## config.mk

```make
export PLATFORM = sky130hd
export DESIGN_NAME = load_hazard_scoreboard
export DESIGN_NICKNAME = d
export VERILOG_FILES = /design/src/rtl/load_hazard_scoreboard_pkg.sv /design/src/rtl/load_hazard_scoreboard_src_decode.sv /design/src/rtl/load_hazard_scoreboard.sv
export SDC_FILE = /design/constraint.sdc
export NUM_CORES = 1
export LEC_CHECK = 0
export CAP_MARGIN = 20
export CELL_PAD_IN_SITES_DETAIL_PLACEMENT = 1
export CELL_PAD_IN_SITES_GLOBAL_PLACEMENT = 2
export CORE_MARGIN = 4
export CORE_UTILIZATION = 22
export CTS_BUF_LIST = sky130_fd_sc_hd__clkbuf_16
export CTS_CLUSTER_SIZE = 20
export DETAILED_ROUTE_END_ITERATION = 7
export PLACE_DENSITY_LB_ADDON = 0.08
export SYNTH_ARGS = -nofsm -noshare
export SYNTH_HDL_FRONTEND = slang
export SYNTH_SLANG_ARGS = --single-unit
```

## constraint.sdc

```tcl
create_clock -name clk -period 5.2 [get_ports clk]
set_input_delay 1.3 -clock clk [delete_from_list [all_inputs] [get_ports clk]]
set_output_delay 1.3 -clock clk [all_outputs]
set_load 0.01 [all_outputs]
```

## src/rtl/load_hazard_scoreboard_pkg.sv

```systemverilog
// Shared definitions for the load-use hazard unit: opcodes, scoreboard entry
// layout and source-register usage decode helpers.
package hazard_pkg;

   localparam logic [6:0] OP_R      = 7'b0110011;
   localparam logic [6:0] OP_IMM    = 7'b0010011;
   localparam logic [6:0] OP_LOAD   = 7'b0000011;
   localparam logic [6:0] OP_STORE  = 7'b0100011;
   localparam logic [6:0] OP_BRANCH = 7'b1100011;
   localparam logic [6:0] OP_JALR   = 7'b1100111;
   localparam logic [6:0] OP_LUI    = 7'b0110111;
   localparam logic [6:0] OP_AUIPC  = 7'b0010111;
   localparam logic [6:0] OP_JAL    = 7'b1101111;

   localparam int SB_RD_W  = 5;
   localparam int SB_CNT_W = 3;

   typedef struct packed {
      logic                valid;
      logic [SB_RD_W-1:0]  rd;
      logic [SB_CNT_W-1:0] cnt;
   } sb_entry_t;

   function automatic logic uses_rs1(input logic [6:0] opcode);
      case (opcode)
         OP_R, OP_STORE, OP_BRANCH, OP_IMM, OP_LOAD, OP_JALR: return 1'b1;
         OP_LUI, OP_AUIPC, OP_JAL:                            return 1'b0;
         default:                                             return 1'b0;
      endcase
   endfunction

   function automatic logic uses_rs2(input logic [6:0] opcode);
      case (opcode)
         OP_R, OP_STORE, OP_BRANCH: return 1'b1;
         default:                   return 1'b0;
      endcase
   endfunction

endpackage

```

## src/rtl/load_hazard_scoreboard_src_decode.sv

```systemverilog
// Decodes which source registers the ID instruction really reads.
// LOAD_HAZARD_STORE_FWD_EN: store data (rs2) is forwarded late, so it is not a source here.
module hazard_src_decode
   import hazard_pkg::*;
#(
   parameter int REG_AW = 5
) (
   input  logic [31:0]       inst,
   output logic              rs1_used,
   output logic              rs2_used,
   output logic [REG_AW-1:0] rs1,
   output logic [REG_AW-1:0] rs2,
   output logic [REG_AW-1:0] rd,
   output logic              is_load
);

   logic [6:0] opcode;
   logic       unused_bits;

   assign opcode  = inst[6:0];
   assign rs1     = REG_AW'(inst[19:15]);
   assign rs2     = REG_AW'(inst[24:20]);
   assign rd      = REG_AW'(inst[11:7]);
   assign is_load = (opcode == OP_LOAD);

   assign rs1_used = uses_rs1(opcode);
`ifdef LOAD_HAZARD_STORE_FWD_EN
   assign rs2_used = uses_rs2(opcode) && (opcode != OP_STORE);
`else
   assign rs2_used = uses_rs2(opcode);
`endif

   assign unused_bits = ^{inst[31:25], inst[14:12]};

endmodule

```

## src/rtl/load_hazard_scoreboard.sv

```systemverilog
// Load-use hazard unit: scoreboard of in-flight loads with latency countdowns.
// Optional macro LOAD_HAZARD_STORE_FWD_EN drops store-data rs2 from the check.
module load_hazard_scoreboard
   import hazard_pkg::*;
#(
   parameter int LOAD_LAT = 1,
   parameter int NUM_ENT  = LOAD_LAT,
   parameter int REG_AW   = 5
) (
   input  logic                         clk,
   input  logic                         rst,
   input  logic [31:0]                  id_inst,
   input  logic                         id_valid,
   input  logic                         flush,
   input  logic                         mem_stall,
   output logic                         stall,
   output logic                         en,
   output logic                         bubble,
   output logic [$clog2(NUM_ENT+1)-1:0] pending
);

   localparam int PW = $clog2(NUM_ENT+1);

   logic              rs1_used, rs2_used, is_load;
   logic [REG_AW-1:0] dec_rs1, dec_rs2, dec_rd;
   logic              src_hit, hazard, issue, alloc_req, sb_full, alloc_done;
   logic [PW-1:0]     pend_d;
   sb_entry_t         sb_q [NUM_ENT];
   sb_entry_t         sb_d [NUM_ENT];

   hazard_src_decode #(.REG_AW(REG_AW)) u_dec (
      .inst     (id_inst),
      .rs1_used (rs1_used),
      .rs2_used (rs2_used),
      .rs1      (dec_rs1),
      .rs2      (dec_rs2),
      .rd       (dec_rd),
      .is_load  (is_load)
   );

   // x0 is never a dependency, even though a load to x0 cannot allocate anyway
   always_comb begin
      src_hit = 1'b0;
      for (int i = 0; i < NUM_ENT; i++) begin
         if (sb_q[i].valid &&
             ((rs1_used && (dec_rs1 != '0) && (sb_q[i].rd == SB_RD_W'(dec_rs1))) ||
              (rs2_used && (dec_rs2 != '0) && (sb_q[i].rd == SB_RD_W'(dec_rs2)))))
            src_hit = 1'b1;
      end
   end

   assign hazard    = id_valid & ~flush & src_hit;
   assign stall     = hazard;
   assign en        = ~hazard;
   assign bubble    = hazard & ~mem_stall;
   assign issue     = id_valid & ~hazard & ~flush & ~mem_stall;
   assign alloc_req = issue & is_load & (dec_rd != '0);

   // Age first, then allocate, so a slot retiring this edge can be reused at once
   always_comb begin
      sb_d       = sb_q;
      sb_full    = 1'b1;
      alloc_done = 1'b0;
      pend_d     = '0;
      if (!mem_stall) begin
         for (int i = 0; i < NUM_ENT; i++) begin
            if (sb_d[i].valid) begin
               sb_d[i].cnt = sb_d[i].cnt - SB_CNT_W'(1);
               if (sb_d[i].cnt == '0) sb_d[i].valid = 1'b0;
            end
         end
      end
      for (int i = 0; i < NUM_ENT; i++) begin
         if (!sb_d[i].valid) sb_full = 1'b0;
      end
      for (int i = 0; i < NUM_ENT; i++) begin
         if (alloc_req && !alloc_done && !sb_d[i].valid) begin
            sb_d[i].valid = 1'b1;
            sb_d[i].rd    = SB_RD_W'(dec_rd);
            sb_d[i].cnt   = SB_CNT_W'(LOAD_LAT);
            alloc_done    = 1'b1;
         end
      end
      for (int i = 0; i < NUM_ENT; i++) begin
         pend_d = pend_d + PW'(sb_d[i].valid);
      end
   end

   always_ff @(posedge clk or posedge rst) begin
      if (rst) begin
         for (int i = 0; i < NUM_ENT; i++) sb_q[i] <= '0;
         pending <= '0;
      end else begin
         sb_q    <= sb_d;
         pending <= pend_d;
      end
   end

   // With NUM_ENT >= LOAD_LAT an allocation always finds a free slot
   a_no_overflow: assert property (@(posedge clk) disable iff (rst) !(alloc_req && sb_full));

endmodule

```

==> impl_metrics.ini <==
[timing]
final-max-slew-violation-count = 0
period_minus_slack_ps = 4716
max_freq_mhz = 212.1
finalSetupViolations = 0
fin_ws_ps = 484.2
rsz0062_at_grt = no
post-route-period-util_pct = 90.69
worst_pin_slew_ps = 434.8
fin_setup_tns_ps = 0
worst_clock_skew_ps = 2.096
slew_headroom_pct = 70.63
finalHoldViolCount = 0
fin_hold_ws_ps = 504.9

[outcome]
outcome = complete, no violations

[clocking]
cts_max_level = 1
cts_max_path_buffers = 2
cts_buffers = 3
tritoncts = done
cts_sinks = 9
clkTransAtPathRegs_ps = 40
cts_root_buf = clkbuf_16
clk_latency_ps = 230
cts_setup_buffers = 0
cts_resized = 0
hold_buffers = 0

[global_route]
grt_max_degree = 10
grt_pass1_wl_um = 3463
grt_use_total_pct = 10.76
grt_pass1_vias = 755
antenna_found_initial = 0
overflow = 0

[setup_path]
worst_path_max_delay_cell = clkdlybuf4s50_1
start_kind = input pin
critPathArrivalTime_ps = 3420
crit_family = buffers and inverters
slowest_delay_ps = 570
crit_top_cell = clkdlybuf4s50_1
worstSetupPathType = in -> out
path_buf_inv = 2
cp_max_fo = 3
cp-end-kind = primary output
crit_required_ps = 3900
worstPathCellList = clkdlybuf4s50_1 -> nand4b_1 -> nor3_1 -> nand4_1 -> o41a_1 -> nor3b_1 -> clkdlybuf4s50_1

[layout]
largest_register_ffs = 9
final_net_count = 147
layout.cells.non_filler = 151
diodes = 0
area_growth_pct = 61.09
final_core_util_pct = 37.20
fillers = 356
design_area_sq_um = 1145
drive_gt1_share_pct = 11.21
mostFrequentLayoutCells = 30 x clkdlybuf4s50_1, 9 x dfrtp_1, 6 x nand2_1, 6 x xnor2_1
reg_top3 = sb_q (9)
top_register = sb_q
final_common_cell = clkdlybuf4s50_1

[power_and_ir_drop]
power.switching_mw = 0.04843
p_per_area_nw_per_um2 = 216.0
sw_frac_of_total_pct = 19.58
clock_power_share_pct = 53.3
pwr-share-seq_pct = 29.9
p_int_mw = 0.1989
power_frac_comb_pct = 16.7
vdd_ir_drop_max_uv = 195.3
power.total_mw = 0.2473
p_leak_nw = 0.4576

[floorplanning]
die_h_um = 64.84
start_util_pct = 23.09
core_sq_um = 3078
dieArea_sq_um = 4204
rows = 20
ioPinCount = 41
die_w_um = 64.84

[synth]
syn-mean-instance-area_sq_um = 9.735
synth-seq-cells = 9
syn-cell-area_sq_um = 710.7
ys_seq_area_share_pct = 31.69
syn_inst = 73
syn_nets = 112
yosysUniqueCellTypes = 29
ys_warn_count = 0

[placed_design]
placed_area_sq_um = 1066
gp_congestion = 0.6678
place_inst = 147
portBuffers = 30
place_ws_ps = 472.0
dpl.hpwl_um = 1669

[run]
max_cap_violations = 0

[hold_path]
hold_class = reg -> reg

[route]
antenna_violating_nets_post_route = 0
drt-total-wl_um = 2026
wl_per_cell_um = 13.42
vias_per_cell = 4.411
route.detailed.drc = 0
num_vias = 666
first_pass_iters = 4
drt-initial-drc-count = 32
synthesized netlist by cell type:
master,number,area [sq um]
and2_1,1,6.260
nor2_1,5,18.77
nor3_1,3,15.01
mux2_4,2,30.03
o21bai_1,1,7.510
or4_4,1,11.26
nor3b_1,1,7.510
nor4_4,1,21.27
xnor2_1,6,52.55
xor2_1,5,43.79
o21ai_0,4,20.02
a21oi_1,3,15.01
nor2b_1,2,12.51
nand4_4,1,21.27
mux2_2,3,33.78
ha_1,2,25.02
or4_1,1,7.510
nor4_1,1,6.260
nand2b_1,2,12.51
inv_1,3,11.26
dfrtp_1,9,225.2
o41ai_1,1,8.760
a22o_2,1,10.01
o41a_1,1,11.26
nand4b_1,2,17.52
nand2_1,6,22.52
nand3b_1,2,15.01
or3b_1,1,8.760
nand4_1,2,12.51
power groups by stage:
| stage | clock network, mW | registers, mW | logic, mW |
|---|---|---|---|
| CTS | 0.136 | 0.0741 | 0.0422 |
| floorplan | 0 | 0.0745 | 0.0153 |
| global placement | 0 | 0.0750 | 0.0413 |
| global route | 0.142 | 0.0744 | 0.0460 |
| detailed placement | 0 | 0.0750 | 0.0416 |
| finish | 0.132 | 0.0740 | 0.0414 |
cell families after synthesis:
family	synth area share [%]
and+or+nand+nor	30.46
xor gates and xnor gates	13.56
buffers and inverters	1.584
muxes	8.979
AOI/OAI and AO/OA	10.21
DFF	31.69
adders and majority gates	3.521
path summary, 6_finish.rpt:
| kind | depth (start not counted) | to | slack [ps] | from |
|---|---|---|---|---|
| min in group asynchronous | 2 | sb_q[1] | 1340 | rst |
| min reg2reg | 1 | sb_q[1] | 500 | sb_q[1] |
| max | 7 | stall | 480 | id_inst[3] |
| max in group asynchronous | 2 | sb_q[3] | 3600 | rst |
| max reg2reg | 6 | sb_q[7] | 3370 | sb_q[0] |
| min | 1 | sb_q[1] | 500 | sb_q[1] |
cell type report:
type | count | area (sq um) | area share (%)
clock buffers | 3 | 75.07 | 6.557
flip-flops and latches | 9 | 225.2 | 19.67
inverters | 3 | 11.26 | 0.9836
repair buffers | 30 | 300.3 | 26.23
clock inverters | 1 | 3.754 | 0.3279
well taps | 44 | 55.05 | 4.809
multi-input cells | 61 | 474.2 | 41.42
layer usage:
metal	track usage [%]	wire, um	share of wire (%)
met5	0	0	0
met4	4.749	16	0.79
met3	2.080	95	4.7
met2	19.16	1033	51
met1	12.33	881	43
worst register-to-register path: stages, from the launching register on:
cell and delay (ps):
dfrtp_1 340, inv_1 70, ha_1 230, xor2_1 160, o21ai_0 340, nand4_4 240
mux2_4 350
Power figures use the tool's default switching activity.
